### src/rtl/moving_avg_filter_pkg.sv
// Shared types and defaults for the moving-average filter stage.
package moving_avg_filter_pkg;

  localparam int DEF_DATA_W    = 8;
  localparam int DEF_LOG_WIN   = 2;
  localparam int DEF_FRAME_LEN = 16;

  typedef enum logic [1:0] {
    IDLE  = 2'b00,
    CLEAR = 2'b01,
    RUN   = 2'b10,
    DONE  = 2'b11
  } state_t;

endpackage

### src/rtl/moving_avg_filter_if.sv
// Control/sample/result bundle between control_fsm, the filter and the compare stage.
interface moving_avg_filter_if
  import moving_avg_filter_pkg::*;
#(
  parameter int DATA_W = DEF_DATA_W
);
  logic                     filter_enable;
  logic signed [DATA_W-1:0] sample_in;
  logic                     sample_valid;
  logic                     sample_ready;
  logic signed [DATA_W-1:0] filtered_out;
  logic                     filtered_valid;
  logic                     filter_done;

  // Upstream side: drives the job permission and samples, observes results.
  modport master (
    output filter_enable, sample_in, sample_valid,
    input  sample_ready, filtered_out, filtered_valid, filter_done
  );

  // Filter side.
  modport slave (
    input  filter_enable, sample_in, sample_valid,
    output sample_ready, filtered_out, filtered_valid, filter_done
  );
endinterface

### src/rtl/moving_avg_filter_delay_line.sv
// avg_delay_line: WIN-deep sample shift register; newest enters tap 0,
// oldest tap is exposed so the accumulator can subtract it.
module moving_avg_filter_delay_line #(
  parameter int DATA_W = 8,
  parameter int WIN    = 4
) (
  input  logic                     clk,
  input  logic                     reset,
  input  logic                     clear,
  input  logic                     load,
  input  logic signed [DATA_W-1:0] din,
  output logic signed [DATA_W-1:0] oldest
);
  logic [WIN-1:0][DATA_W-1:0] taps;

  // Shift on load; clear zero-fills so a new frame starts from partial averages.
  always_ff @(posedge clk or posedge reset) begin
    if (reset)      taps <= '0;
    else if (clear) taps <= '0;
    else if (load)  taps <= {taps[WIN-2:0], din};
  end

  assign oldest = $signed(taps[WIN-1]);
endmodule

### src/rtl/moving_avg_filter.sv
// Boxcar average over the last 2^LOG_WIN samples of a FRAME_LEN-sample frame,
// with a job handshake (filter_enable in, filter_done pulse out).
module moving_avg_filter
  import moving_avg_filter_pkg::*;
#(
  parameter int DATA_W    = DEF_DATA_W,
  parameter int LOG_WIN   = DEF_LOG_WIN,
  parameter int FRAME_LEN = DEF_FRAME_LEN
) (
  input logic                 clk,
  input logic                 reset,
  moving_avg_filter_if.slave  bus
);
  localparam int WIN   = 1 << LOG_WIN;
  localparam int SUM_W = DATA_W + LOG_WIN;
  localparam int CNT_W = $clog2(FRAME_LEN);
  localparam logic [CNT_W-1:0] LAST_CNT = CNT_W'(FRAME_LEN - 1);

  state_t                    state, state_nxt;
  logic                      accept, dl_clear, dl_load;
  logic                      last_accept;
  logic [CNT_W-1:0]          count;
  logic signed [SUM_W-1:0]   sum, sum_nxt, avg_full;
  logic signed [DATA_W-1:0]  oldest;

  // Running sum: add the new sample, drop the one leaving the window.
  // SUM_W bits hold WIN full-scale samples, so no overflow is possible.
  assign sum_nxt     = sum + SUM_W'(bus.sample_in) - SUM_W'(oldest);
  assign avg_full    = sum_nxt >>> LOG_WIN;
  assign last_accept = accept && (count == LAST_CNT);

  moving_avg_filter_delay_line #(
    .DATA_W (DATA_W),
    .WIN    (WIN)
  ) u_dly (
    .clk    (clk),
    .reset  (reset),
    .clear  (dl_clear),
    .load   (dl_load),
    .din    (bus.sample_in),
    .oldest (oldest)
  );

  // State register.
  always_ff @(posedge clk or posedge reset) begin
    if (reset) state <= IDLE;
    else       state <= state_nxt;
  end

  // Next state; dropping enable aborts CLEAR/RUN, but never a DONE in flight.
  always_comb begin
    state_nxt = state;
    case (state)
      IDLE:    if (bus.filter_enable) state_nxt = CLEAR;
      CLEAR:   state_nxt = bus.filter_enable ? RUN : IDLE;
      RUN: begin
        if (!bus.filter_enable) state_nxt = IDLE;
        else if (last_accept)   state_nxt = DONE;
      end
      DONE:    state_nxt = IDLE;
      default: state_nxt = IDLE;
    endcase
  end

  // State-decoded controls; sample_ready is the only combinational output.
  always_comb begin
    bus.sample_ready = (state == RUN);
    accept           = bus.sample_valid && (state == RUN);
    dl_clear         = (state == CLEAR);
    dl_load          = accept;
  end

  // Accumulator and frame counter.
  always_ff @(posedge clk or posedge reset) begin
    if (reset) begin
      sum   <= '0;
      count <= '0;
    end else if (state == CLEAR) begin
      sum   <= '0;
      count <= '0;
    end else if (accept) begin
      sum   <= sum_nxt;
      count <= count + 1'b1;
    end
  end

  // Registered results; filtered_out holds its last value between strobes.
  always_ff @(posedge clk or posedge reset) begin
    if (reset) begin
      bus.filtered_out   <= '0;
      bus.filtered_valid <= 1'b0;
      bus.filter_done    <= 1'b0;
    end else begin
      bus.filtered_valid <= accept;
      bus.filter_done    <= (state == DONE);
      if (accept) bus.filtered_out <= avg_full[DATA_W-1:0];
    end
  end
endmodule

### src/flat_wrapper.sv
// flat-port wrapper written by rule: the top's interface ports become plain ports
module moving_avg_filter_flat import moving_avg_filter_pkg::*;
#(
  parameter int DATA_W    = DEF_DATA_W,
  parameter int LOG_WIN   = DEF_LOG_WIN,
  parameter int FRAME_LEN = DEF_FRAME_LEN
)
  (clk, reset, bus_filter_enable, bus_sample_in, bus_sample_valid, bus_sample_ready, bus_filtered_out, bus_filtered_valid, bus_filter_done);
  moving_avg_filter_if #(.DATA_W(DATA_W)) bus_i ();
  input logic clk;
  input logic reset;
  input wire logic [$bits(bus_i.filter_enable)-1:0] bus_filter_enable;
  input wire logic [$bits(bus_i.sample_in)-1:0] bus_sample_in;
  input wire logic [$bits(bus_i.sample_valid)-1:0] bus_sample_valid;
  output wire logic [$bits(bus_i.sample_ready)-1:0] bus_sample_ready;
  output wire logic [$bits(bus_i.filtered_out)-1:0] bus_filtered_out;
  output wire logic [$bits(bus_i.filtered_valid)-1:0] bus_filtered_valid;
  output wire logic [$bits(bus_i.filter_done)-1:0] bus_filter_done;
  assign bus_i.filter_enable = bus_filter_enable;
  assign bus_i.sample_in = bus_sample_in;
  assign bus_i.sample_valid = bus_sample_valid;
  assign bus_sample_ready = bus_i.sample_ready;
  assign bus_filtered_out = bus_i.filtered_out;
  assign bus_filtered_valid = bus_i.filtered_valid;
  assign bus_filter_done = bus_i.filter_done;
  moving_avg_filter #(.DATA_W(DATA_W), .LOG_WIN(LOG_WIN), .FRAME_LEN(FRAME_LEN)) u_core (.clk(clk), .reset(reset), .bus(bus_i));
endmodule
### config.mk
export PLATFORM = sky130hd
export DESIGN_NAME = moving_avg_filter_flat
export DESIGN_NICKNAME = d
export VERILOG_FILES = /design/src/rtl/moving_avg_filter_pkg.sv /design/src/rtl/moving_avg_filter_if.sv /design/src/rtl/moving_avg_filter_delay_line.sv /design/src/rtl/moving_avg_filter.sv /design/src/flat_wrapper.sv
export SDC_FILE = /design/constraint.sdc
export NUM_CORES = 1
export LEC_CHECK = 0
export BUFFER_PORTS_ARGS = -buffer_cell sky130_fd_sc_hd__buf_4
export CAP_MARGIN = 20
export CORE_MARGIN = 2
export CORE_UTILIZATION = 60
export CTS_BUF_LIST = sky130_fd_sc_hd__clkbuf_2 sky130_fd_sc_hd__clkbuf_4 sky130_fd_sc_hd__clkbuf_8
export DETAILED_ROUTE_END_ITERATION = 10
export HOLD_SLACK_MARGIN = 0.08
export PLACE_DENSITY_LB_ADDON = 0.05
export SLEW_MARGIN = 5
export SYNTH_ARGS = -nofsm -noshare
export SYNTH_HDL_FRONTEND = slang
export SYNTH_SLANG_ARGS = --single-unit
### constraint.sdc
create_clock -name clk -period 5.2 [get_ports clk]
set_clock_uncertainty 0.2 [all_clocks]
set_input_delay 0 -clock clk [delete_from_list [all_inputs] [get_ports clk]]
set_output_delay 0 -clock clk [all_outputs]
set_load 0.02 [all_outputs]
; ---- Yosys cells after proc, flatten, opt, wreduce, memory -nomap -nowiden
; Index checks and enable logic that the tools add are counted.
[op_classes]
n_reduce_logical = 5
addsub = 3
eq_ne = 6
n_mux = 11
[ops]
columns = operator, n
row1 = two-way mux 32 bit, 2
row2 = two-way mux 10 bit, 2
row3 = adder 10 x 8 -> 10 bit, 1
row4 = subtractor 10 x 8 -> 10 bit, 1
row5 = two-way mux 2 bit, 4
row6 = two-way mux 4 bit, 2
row7 = case mux 2 bit (4 select lines), 1
row8 = "adder 4 x 1 -> 4 bit, second input constant", 1
row9 = "== test 2 bit, second input constant", 2
row10 = "== test 4 bit, second input constant", 1
row11 = "!= test 3 x 2 -> 1 bit, second input constant", 1
row12 = "== test 2 x 1 -> 1 bit, second input constant", 1
row13 = logical AND 1 bit, 2
row14 = zero test 2 bit, 1
row15 = "!= test 2 bit, second input constant", 1
row16 = AND reduction 2 bit, 1
row17 = nonzero test 2 bit, 1
[totals]
wordCells = 35
reg_bits = 58
inputBits = 12
output_inout_bits = 11

; ---- Logic depth before layout (Yosys ltp)
; Gate-level depths: netlist of the first run.
[logic_depth]
word_depth = 6
depth_mapped = 10
ltp_nobuf = 10

; ---- Hierarchy
; A second synthesis of the first run with hierarchy kept.
[unflattened]
hier_cells = 308
hier_area_um2 = 3183.1
[by_module_without_submodules]
columns = module, area_per_inst_um2, cells_each, instances
row1 = moving_avg_filter, 1795.5, 196, 1
row2 = moving_avg_filter_delay_line, 1387.6, 112, 1

; ---- Least setup slack after synthesis of the first run
; Ideal clock, no wire load.
[synth_path]
kind = register -> register
from = reg u_core.u_dly.taps, in the netlist u_core.u_dly.oldest[1]
to = reg u_core.sum[8]
path_stages_with_launch = 9
arrival_ps = 2450
slack_ps = 2486
setup_ps = 65
required_time_ps = 4935
cell_sequence = dfrtp_1 fa_1 inv_1 fa_1 a211oi_2 nor3_1 or4_1 nand3_1 a21o_1
[synth_via]
elab_chain_len = 3
[synth_rtl]
columns = item, line_no
row1 = start: declaration, moving_avg_filter_delay_line.sv:14  ; logic [WIN-1:0][DATA_W-1:0] taps;
row2 = start signal: assignment, moving_avg_filter_delay_line.sv:20  ; else if (load) taps <= {taps[WIN-2:0], din};
row3 = subtractor 10 x 8 -> 10 bit, moving_avg_filter.sv:28  ; assign sum_nxt = sum + SUM_W'(bus.sample_in) - SUM_W'(oldest);
row4 = two-way mux 10 bit, moving_avg_filter.sv:81  ; end else if (accept) begin
row5 = two-way mux 10 bit, moving_avg_filter.sv:78  ; end else if (state == CLEAR) begin
row6 = end signal: assignment, moving_avg_filter.sv:82  ; sum <= sum_nxt;
row7 = end: declaration, moving_avg_filter.sv:23  ; logic signed [SUM_W-1:0] sum, sum_nxt, avg_full;
; No other way between the ends. The select of a mux whose other input is x is not followed.
; A chain may end at the register's enable or synchronous reset.

; ---- Worst setup path after layout of the first run
; Same ends and word-level chain as after synthesis.

==> results of run 1 <==
-- path summary, 6_finish.rpt --
check	startpoint	end	slack (ps)	cells past startpoint
setup reg to reg	u_core.u_dly.oldest[1]$_DFFE_PP0P_	u_core.sum[8]$_DFFE_PP0P_	2260	8
hold reg to reg	u_core.u_dly.taps[6]$_DFFE_PP0P_	u_core.u_dly.taps[14]$_DFFE_PP0P_	260	2
hold / removal	reset	u_core.state[1]$_DFFE_PP0P_	230	4
setup / recovery	u_core.u_dly.oldest[1]$_DFFE_PP0P_	u_core.sum[8]$_DFFE_PP0P_	2260	8
min in group clk	bus_sample_in[0]	u_core.u_dly.taps[0]$_DFFE_PP0P_	230	4
max in group asynchronous	reset	u_core.u_dly.taps[19]$_DFFE_PP0P_	4110	4
-- flip-flops by register name (all words and copies together) (netlist names) --
| name | cells |
|---|---|
| u_core.sum | 10 |
| u_core.u_dly.taps | 24 |
| u_core.count | 4 |
| u_core.u_dly.oldest | 8 |
| u_core.state | 2 |
| u_core.bus.filter_done | 1 |
| u_core.bus.filtered_valid | 1 |
| u_core.bus.filtered_out | 8 |
-- critical path: cells and delay by family (launching register included) --
kind	cells	cell delay (ps)
buffers and inverters	1	70
and+or+nand+nor	3	790
AOI/OAI and AO/OA	2	420
DFF	1	400
adders and majority gates	2	980
-- layout by cell type (no fill, tap or decap), types with 2 or more instances in the layout --
cell | Yosys | layout
a21oi_1 | 10 | 10
or4_1 | 2 | 2
nand4_1 | 4 | 4
clkbuf_8 | 0 | 10
nor2_1 | 6 | 6
mux2_2 | 3 | 3
inv_1 | 35 | 34
clkinv_2 | 0 | 4
xnor2_1 | 3 | 3
ha_1 | 12 | 12
nor3_1 | 3 | 3
dfrtp_1 | 58 | 58
o31ai_1 | 4 | 4
fa_1 | 9 | 9
a211oi_1 | 2 | 2
a31oi_1 | 2 | 2
inv_2 | 1 | 2
nand3_1 | 34 | 34
nor3b_1 | 3 | 3
o21ai_0 | 12 | 12
xor2_1 | 3 | 3
a21o_1 | 7 | 7
buf_4 | 0 | 25
bufinv_16 | 0 | 2
nand2b_1 | 3 | 3
nor2b_1 | 2 | 2
dlygate4sd3_1 | 0 | 11
a22o_1 | 2 | 2
nand2_1 | 71 | 71
-- stage by stage --
stage	hold slack, ps	power [mW]	instances
6_report	229.2	1.523	419
4_1_cts	218.3	1.532	419
5_1_grt	243.1	1.615	419
3_3_place_gp	9.306	1.044	392
3_5_place_dp	9.527	1.059	392
2_1_floorplan	-94.56	0.9207	315
-- kinds of logic (layout without fill, tap and decap cells) --
kind of cell	after synthesis	count (layout)
AO/OA/AOI/OAI	43	43
XOR/XNOR	7	7
adder cells (fa/ha/maj)	21	21
buffers and inverters	51	88
flip-flops	58	58
multiplexers	4	4
AND/OR/NAND/NOR	131	131
-- power by group --
group | leakage, nW | internal, mW | total [mW] | switching, mW
logic | 0.976 | 0.209 | 0.499 | 0.290
clock network | 0.116 | 0.279 | 0.459 | 0.180
registers | 0.786 | 0.523 | 0.565 | 0.0422
total | 1.88 | 1.01 | 1.52 | 0.512
-- area by class of cell --
| class | instances | area, um2 |
|---|---|---|
| fillers | 346 | 1231 |
| clock inverters | 6 | 80.08 |
| flip-flops and latches | 58 | 1451 |
| clock buffers | 10 | 137.6 |
| repair buffers | 36 | 297.8 |
| well taps | 67 | 83.83 |
| multi-input cells | 206 | 1306 |
| inverters | 36 | 135.1 |
-- per-layer routing --
layer  track usage  share of wire  vias up
met4        0.1030          0.019        0
met3       0.06369          0.034       12
met5             0              0        -
li1              -              -     1097
met2        0.3869           0.48       38
met1        0.3387           0.46     1060
==> out/metrics.yaml, run 1 <==
synth:
  ys.flop_type: "dfrtp_1"
  synth_top_family_by_area: "simple AND/OR/NAND/NOR gates"
  muxShareOfSynthArea: 0.01482
  synth-seq-cells: 58
  synth_commonest_cells: "71 x nand2_1, 58 x dfrtp_1, 35 x inv_1"
  syn_avg_cell_area_um2: 9.378
  synthXorXnorAreaFrac: 0.02330
  yosysUniqueCellTypes: 36
  synthCells: 315
  yosysMostFrequentCell: "nand2_1"
  async_flop_share: 1.000
  yosys_warnings: 0
  synth_top_area_frac: 0.4913
  syn_nets: 348
  synth_area_leaders: "dfrtp_1 49%, nand2_1 9.0%, fa_1 6.1%, nand3_1 5.8%, ha_1 5.1%"
  synth_simple_gate_area_frac: 0.1991
  synth_compound_area_frac: 0.09318
  synth_edf_count: 0
  synthAdderAreaFrac: 0.1118
  yosysSeqAreaShare: 0.4913
  syn_area_um2: 2954
  synth_top_area_cell: "dfrtp_1"
timing:
  hold_viol: 0
  tns_ps: 0
  fin_crit_sh: 0.5646
  period_minus_slack_ps: 2936
  tightest_slew_ps: 768.5
  final_max_slew_viol_count: 0
  fmax_ghz: 0.3406
  grt_setup_unrepaired: "no"
  timing.final.ws_setup_ps: 2264
  setup_viol_count_final: 0
  relSlewSlack: 0.4869
detailed_routing:
  drt-initial-drc-count: 148
  vias: 2207
  ant_nets: 0
  routed_via_density: 5.267
  wl_per_cell_um: 14.07
  routed_wl_um: 5897
  drtPass1Iterations: 4
  drc: 0
critical_path:
  cpPeakStageDelay_ps: 520
  critPathCaptureType: "register"
  crit_arrival_ps: 3010
  critPathRequiredTime_ps: 5270
  crit_chain: "fa_1, inv_1, fa_1, a211oi_2, nor3_1, or4_1, nand3_1, a21o_1"
  critPathSlowestCell: "or4_1"
  cp_max_fo: 3
  critical_path_class: "register to register"
  cpMostUsedCell: "fa_1"
  cp-start-kind: "register"
clock_tree:
  insertion_delay_ps: 340
  cts-root-buf: "clkbuf_8"
  cts_sinks: 58
  cts_tree: "built"
  cts_buffer_depth: 2
  h-tree-depth: 3
  path_clk_slew_ps: 70
  cts_resized: 0
  cts_buffers: 9
  post-cts-setup-buffers: 0
  hold_buffers: 11
place:
  dpl_cell_area_um2: 3164
  dp_slack_ps: 2361
  place_hpwl_um: 3707
  place_congestion: 0.8309
  io_buffers: 22
floorplan:
  rows: 25
  dieHeight_um: 74.17
  die_w_um: 74.17
  die_area_um2: 5500
  initial_core_util: 0.6254
  coreArea_um2: 4723
  io_pins: 23
layout:
  final_core_util: 0.7393
  design_area_um2: 3492
  diodes: 0
  final_layout_size_suffix_gt1_frac: 0.1364
  fin_nets: 380
  area_delta_synth_final_pct: 18.21
grt:
  global_route.usage.total: 0.2499
  antenna_found_initial: 0
  grt_max_degree: 59
  grt_overflow: 0
  grt_pass1_vias: 2197
  grt_pass1_wl_um: 10100
power:
  power.leakage_nw: 1.878
  power_density_nw_per_um2: 436.2
  ir_drop_mv: 0.3134
min_path:
  hp-class: "input port to asynchronous set/reset pin"
run_status:
  outcome: "finished clean"
run:
  maxCapViolCount: 0
Power figures use the tool's default switching activity.
==> inputs of run 2 (changes only) <==
--- a/config.mk
+++ b/config.mk
@@ -8,7 +8,7 @@
 export BUFFER_PORTS_ARGS = -buffer_cell sky130_fd_sc_hd__buf_4
 export CAP_MARGIN = 20
 export CORE_MARGIN = 2
-export CORE_UTILIZATION = 60
+export CORE_UTILIZATION = 56
 export CTS_BUF_LIST = sky130_fd_sc_hd__clkbuf_2 sky130_fd_sc_hd__clkbuf_4 sky130_fd_sc_hd__clkbuf_8
 export DETAILED_ROUTE_END_ITERATION = 10
 export HOLD_SLACK_MARGIN = 0.08
==> constraint.sdc (replaced) <==
create_clock -name clk -period 2.7 [get_ports clk]
set_clock_uncertainty 0.2 [all_clocks]
set_input_delay 0 -clock clk [delete_from_list [all_inputs] [get_ports clk]]
set_output_delay 0 -clock clk [all_outputs]
set_load 0.02 [all_outputs]
==> out/metrics.yaml, run 2 (same netlist as run 1, synthesis figures left out) <==
timing:
  grt_setup_unrepaired: "yes"
  holdWs_ps: 221.3  # -7.936 ps
  tightest_slew_ps: 472.4  # -296.1 ps
  tns_ps: 0  # unchanged
  relSlewSlack: 0.6841  # +0.1972
  final_max_slew_viol_count: 0  # unchanged
  setup_viol_count_final: 0  # unchanged
  hold_viol: 0  # unchanged
  fmax_ghz: 0.3886  # +14%
  period_minus_slack_ps: 2573  # -362.6 ps
  timing.final.ws_setup_ps: 126.8  # -2137 ps
  fin_crit_sh: 0.9530  # +0.3885
min_path:
  hp-class: "input port to register"
grt:
  grt_max_degree: 34  # -42%
  grt_overflow: 0  # unchanged
  global_route.usage.total: 0.2329  # -0.01695
  grt_pass1_wl_um: 10780  # +6.7%
  antenna_found_initial: 0  # unchanged
  grt_pass1_vias: 2267  # +3.2%
layout:
  final_common_cell: "nand2_1"
  final_cell_mix: "71 x nand2_1, 58 x dfrtp_1, 39 x buf_4"
  area_delta_synth_final_pct: 22.49
  final_core_util: 0.7085  # -0.03086
  final_layout_size_suffix_gt1_frac: 0.1831  # +0.04670
  largest_reg_flops: 24  # unchanged
  regMostFlops: "u_core.u_dly.taps"
  final_cells: 436  # +4.1%
  design_area_um2: 3618  # +3.6%
  reg_top3: "u_core.u_dly.taps x24, u_core.sum x10"
  fin_nets: 395  # +3.9%
  diodes: 0  # unchanged
clock_tree:
  cts-root-buf: "clkbuf_8"
  h-tree-depth: 3  # unchanged
  insertion_delay_ps: 330  # about the same
  cts_buffer_depth: 2  # unchanged
  cts_sinks: 58  # unchanged
  cts_tree: "built"
  cts_buffers: 9  # unchanged
  path_clk_slew_ps: 70  # about the same
critical_path:
  crit_buf_inv: 2  # +1
  cp_top_family: "adder cells"
  critPathRequiredTime_ps: 2720  # -2550 ps
  crit_arrival_ps: 2590  # -420 ps
  cp-start-kind: "register"
  cp_max_fo: 2  # -1
  crit_chain: "fa_1, inv_1, fa_2, a211oi_2, buf_4, o21bai_1, a21oi_1, xnor2_1, mux2_2"
  cpPeakStageDelay_ps: 510  # about the same
  critPathCaptureType: "register"
  critical_path_class: "register to register"
  critPathSlowestCell: "fa_1"
floorplan:
  initial_core_util: 0.5784  # -0.04704
  coreArea_um2: 5107  # +8.1%
  rows: 26  # +4.0%
  die_area_um2: 5872  # +6.8%
  io_pins: 23  # unchanged
  dieHeight_um: 76.63  # +3.3%
  die_w_um: 76.63  # +3.3%
place:
  dpl_cell_area_um2: 3266  # +3.2%
  dp_cells: 408  # +4.1%
  place_hpwl_um: 4074  # +9.9%
  dp_slack_ps: -35.23  # -2397 ps
  place_congestion: 0.7900  # -4.9%
  io_buffers: 22  # unchanged
power:
  power.leakage_nw: 1.938  # +3.2%
  ir_drop_mv: 0.6419  # +100%
  power_density_nw_per_um2: 813.0  # +86%
  total_power_mw: 2.942  # +93%
detailed_routing:
  vias: 2231  # +1.1%
  wl_per_cell_um: 13.97  # -0.72%
  drc: 0  # unchanged
  drtPass1Iterations: 4  # unchanged
  routed_via_density: 5.117  # -2.9%
  routed_wl_um: 6092  # +3.3%
  ant_nets: 0  # unchanged
  drt-initial-drc-count: 78  # -47%
run_status:
  outcome: "finished clean"
run:
  maxCapViolCount: 0  # unchanged
==> run 2: changes by cell type in the layout (fill, tap and decap cells not counted), sizes merged <==
cell         previous run  this run
buf                    25        39
clkinv                  4         0
clkbuf                 10        14
bufinv                  2         0
clkinvlp                0         1
dlygate4sd3            11        12
==> run 2: worst paths after layout <==
check	start	endpoint	slack (ps)	depth (start not counted)
max	u_core.u_dly.oldest[1]$_DFFE_PP0P_	u_core.bus.filtered_out[4]$_DFFE_PP0P_	130	9
min	bus_sample_in[0]	u_core.u_dly.taps[0]$_DFFE_PP0P_	220	4
max reg2reg	u_core.u_dly.oldest[1]$_DFFE_PP0P_	u_core.bus.filtered_out[4]$_DFFE_PP0P_	130	9
min reg2reg	u_core.u_dly.taps[8]$_DFFE_PP0P_	u_core.u_dly.taps[16]$_DFFE_PP0P_	270	2
max in group asynchronous	reset	u_core.state[1]$_DFFE_PP0P_	1060	5
min in group asynchronous	reset	u_core.u_dly.taps[20]$_DFFE_PP0P_	600	4
==> run 2: report_power, final <==
| group | total [mW] | switching [mW] | internal (mW) |
|---|---|---|---|
| clock network | 0.780 | 0.341 | 0.440 |
| registers | 1.09 | 0.0857 | 1.01 |
| logic | 1.07 | 0.580 | 0.489 |
==> run 2: layer usage <==
layer  GRT usage  routed length, um  vias to the layer above
li1            -                  -                     1121
met1      0.3328               2884                     1057
met2      0.3611               2902                       44
met3     0.04621                220                        9
met4     0.07455                 84                        0
met5           0                  0                        -
==> run 2: final cells by class <==
class	count	area, um2
Clock buffer	14	186.4
Clock inverter	1	7.507
Fill cell	426	1489
Inverter	36	135.1
Multi-Input combinational cell	206	1338
Sequential cell	58	1451
Tap cell	70	87.58
Timing Repair Buffer	51	412.9
==> run 2: worst min-delay path, cell delays in order <==
cell           delay (ps)
dlygate4sd3_1         530
buf_4                 110
nand2_1                40
nand2_1                40
==> run 2: what timing repair did <==
action / 4_1_cts / 5_1_grt
setup buffers: 1 / 0
pin swaps: 1 / 4
endpoints found under the setup margin: 3 / 6
hold buffers: 12 / 0
resized for setup: 2 / 5
hold endpoints to repair: 69 / 0
==> inputs of run 3 (changes only) <==
--- a/config.mk
+++ b/config.mk
@@ -7,6 +7,7 @@
 export LEC_CHECK = 0
 export BUFFER_PORTS_ARGS = -buffer_cell sky130_fd_sc_hd__buf_4
 export CAP_MARGIN = 20
+export CORE_ASPECT_RATIO = 1.25
 export CORE_MARGIN = 2
 export CORE_UTILIZATION = 56
 export CTS_BUF_LIST = sky130_fd_sc_hd__clkbuf_2 sky130_fd_sc_hd__clkbuf_4 sky130_fd_sc_hd__clkbuf_8
@@ -16,4 +17,5 @@
 export SLEW_MARGIN = 5
 export SYNTH_ARGS = -nofsm -noshare
 export SYNTH_HDL_FRONTEND = slang
+export SYNTH_HIERARCHICAL = 1
 export SYNTH_SLANG_ARGS = --single-unit
==> out/metrics.yaml, run 3 <==
run_status:
  outcome: "finished clean"
detailed_routing:
  drtPass1Iterations: 4  # unchanged
  drc: 0  # unchanged
  ant_nets: 0  # unchanged
  routed_wl_um: 5889  # -3.3%
  routed_via_density: 5.352  # +4.6%
  vias: 2253  # +0.99%
  drt-initial-drc-count: 181  # +130%
  wl_per_cell_um: 13.99  # +0.11%
timing:
  tns_ps: 0  # unchanged
  fmax_ghz: 0.3774  # -2.9%
  relSlewSlack: 0.7449  # +0.06080
  period_minus_slack_ps: 2650  # +76.49 ps
  setup_viol_count_final: 0  # unchanged
  hold_viol: 0  # unchanged
  final_max_slew_viol_count: 0  # unchanged
  grt_setup_unrepaired: "yes"
  tightest_slew_ps: 382.6  # -89.77 ps
  fin_crit_sh: 0.9814  # +0.02833
synth:
  synthCells: 308  # -2.2%
  ys.flop_type: "dfrtp_1"
  yosysUniqueCellTypes: 48  # +33%
  synth_top_area_frac: 0.4560  # -0.03534
  synth_area_leaders: "dfrtp_1 46%, mux2i_1 10%, fa_1 5.7%, nor2_1 4.8%, ha_1 4.7%"
  synth_edf_count: 0  # unchanged
  synth-seq-cells: 58  # unchanged
  syn_nets: 341  # -2.0%
  async_flop_share: 1.000  # unchanged
  yosys_warnings: 6  # +6
  yosysSeqAreaShare: 0.4560  # -0.03534
  syn_area_um2: 3183  # +7.8%
  syn_avg_cell_area_um2: 10.33  # +10%
  yosysMostFrequentCell: "dfrtp_1"
  synth_top_area_cell: "dfrtp_1"
  synth_commonest_cells: "58 x dfrtp_1, 41 x nor2_1, 38 x inv_1"
place:
  io_buffers: 22  # unchanged
  place_hpwl_um: 3979  # -2.3%
  place_congestion: 0.8922  # +13%
  dpl_cell_area_um2: 3395  # +3.9%
clock_tree:
  cts_sinks: 58  # unchanged
  cts_tree: "built"
  cts_buffers: 9  # unchanged
  h-tree-depth: 3  # unchanged
  path_clk_slew_ps: 70  # about the same
  cts_buffer_depth: 2  # unchanged
  insertion_delay_ps: 330  # about the same
  cts-root-buf: "clkbuf_8"
floorplan:
  io_pins: 23  # unchanged
  initial_core_util: 0.5848  # +0.006435
  rows: 30  # +15%
  coreArea_um2: 5443  # +6.6%
  die_w_um: 71.44  # -6.8%
  dieHeight_um: 88.29  # +15%
  die_area_um2: 6307  # +7.4%
layout:
  fin_nets: 385  # -2.5%
  reg_top3: "u_core/u_dly/taps x24, u_core/sum x10"
  final_layout_size_suffix_gt1_frac: 0.2381  # +0.05504
  area_delta_synth_final_pct: 21.19
  design_area_um2: 3857  # +6.6%
  fillers: 432  # +1.4%
  diodes: 0  # unchanged
  final_cell_mix: "58 x dfrtp_1, 41 x buf_4, 40 x nor2_1"
  final_common_cell: "dfrtp_1"
  regMostFlops: "u_core/u_dly/taps"
  largest_reg_flops: 24  # unchanged
run:
  maxCapViolCount: 0  # unchanged
power:
  power.internal_mw: 2.107  # +8.9%
  clkPwrFrac: 0.278  # +0.013
  power_frac_seq: 0.337  # -0.034
  power.switching_mw: 1.064  # +5.8%
  ir_drop_mv: 0.4353  # -32%
  p_sw_frac: 0.3356  # -0.006457
  power_density_nw_per_um2: 822.2  # +1.1%
  p_comb_frac: 0.386  # +0.023
  power.leakage_nw: 1.912  # -1.4%
  total_power_mw: 3.172  # +7.8%
critical_path:
  critPathCaptureType: "register"
  cpPeakStageDelay_ps: 520  # about the same
  crit_arrival_ps: 2670  # +80 ps
  critPathSlowestCell: "fa_1"
  r2r_setup_slack_ps: 50  # -80 ps
  critPathRequiredTime_ps: 2720  # about the same
  cp_max_fo: 3  # +1
  cp-start-kind: "register"
  critical_path_class: "register to register"
  crit_chain: "fa_1, inv_2, ha_4, a211o_1, o211a_1, or3_4, a211oi_4, nor3_1"
grt:
  global_route.usage.total: 0.2042  # -0.02867
  grt_pass1_vias: 2093  # -7.7%
  grt_overflow: 0  # unchanged
  grt_max_degree: 33  # -2.9%
  grt_pass1_wl_um: 9956  # -7.6%
  antenna_found_initial: 0  # unchanged
min_path:
  hp-class: "input port to asynchronous set/reset pin"
==> run 3: cell types whose count changed after synthesis, moves of 4 or more <==
cell,before,now
buf_4,0,8
o21ai_0,12,8
nand2_1,71,22
nor2_1,6,41
nand3_1,34,5
mux2i_1,1,32
a21oi_1,10,3
==> run 3: worst paths after layout <==
kind	startpoint	endpoint	cells past startpoint
min in group clk	bus_filter_enable	u_core/state[1]$_DFFE_PP0P_	3
setup reg to reg	u_core/u_dly/oldest[5]$_DFFE_PP0P_	u_core/bus.filtered_out[6]$_DFFE_PP0P_	8
hold reg to reg	u_core/state[1]$_DFFE_PP0P_	u_core/state[0]$_DFFE_PP0P_	1
hold / removal	reset	u_core/sum[4]$_DFFE_PP0P_	4
setup / recovery	u_core/u_dly/oldest[5]$_DFFE_PP0P_	u_core/bus.filtered_out[6]$_DFFE_PP0P_	8
max in group asynchronous	reset	u_core/u_dly/taps[3]$_DFFE_PP0P_	4
==> run 3: cell families (layout without fill, tap and decap cells) <==
kind of cell / count (synthesis) / count (layout) / share of synthesized area
XOR/XNOR: 6 / 6 / 0.01651
buffers and inverters: 59 / 108 / 0.09984
multiplexers: 32 / 32 / 0.1006
adder cells (fa/ha/maj): 21 / 21 / 0.1038
AND/OR/NAND/NOR: 90 / 90 / 0.1274
AO/OA/AOI/OAI: 42 / 42 / 0.09592
flip-flops: 58 / 58 / 0.4560
==> run 3: worst max-delay path: cells and delay by family, from the launching register on <==
kind            cells  cell delay (ps)
fa+ha+maj           2              750
compound gates      3              720
simple gates        2              420
flops               1              390
buf+inv             1               50
==> run 3: metal layers <==
metal / global-route usage / share of wire
met5: 0 / 0
met4: 0.09605 / 0.014
met3: 0.03189 / 0.031
met2: 0.3106 / 0.48
met1: 0.2896 / 0.47
==> run 3: cell type report <==
class / instances / area [um2] / area share
multi-input cells: 191 / 1519 / 0.3938
flip-flops and latches: 58 / 1451 / 0.3763
repair buffers: 53 / 437.9 / 0.1135
inverters: 39 / 146.4 / 0.03795
clock buffers: 11 / 145.1 / 0.03763
well taps: 64 / 80.08 / 0.02076
clock inverters: 5 / 77.57 / 0.02011
==> run 3: per-stage QoR <==
| step | hold WS (ps) | util | setup slack [ps] | cells |
|---|---|---|---|---|
| global route | 149.9 | 0.7087 | -40.26 | 421 |
| finish | 106.8 | 0.7087 | 50.33 | 421 |
| global placement | -104.1 | 0.6237 | 42.12 | 389 |
| detailed placement | -97.41 | 0.6237 | -32.44 | 389 |
| CTS | 101.0 | 0.6874 | 19.32 | 417 |
| floorplan | -160.0 | - | -64.96 | 308 |
==> run 3: repair_timing <==
item                                   4_1_cts  5_1_grt
pin swaps                                    1       16
endpoints found under the hold margin       84        0
setup buffers                                1        4
resized for setup                            2       22
hold buffers                                11        0
setup endpoints to repair                    1        9
==> run 3: power groups by stage <==
stage	Combinational (mW)	Sequential, mW	Clock [mW]
global route	1.36	1.08	0.940
floorplan	0.694	1.14	0
detailed placement	1.09	1.08	0
CTS	1.11	1.07	0.904
finish	1.22	1.07	0.880
global placement	1.07	1.08	0
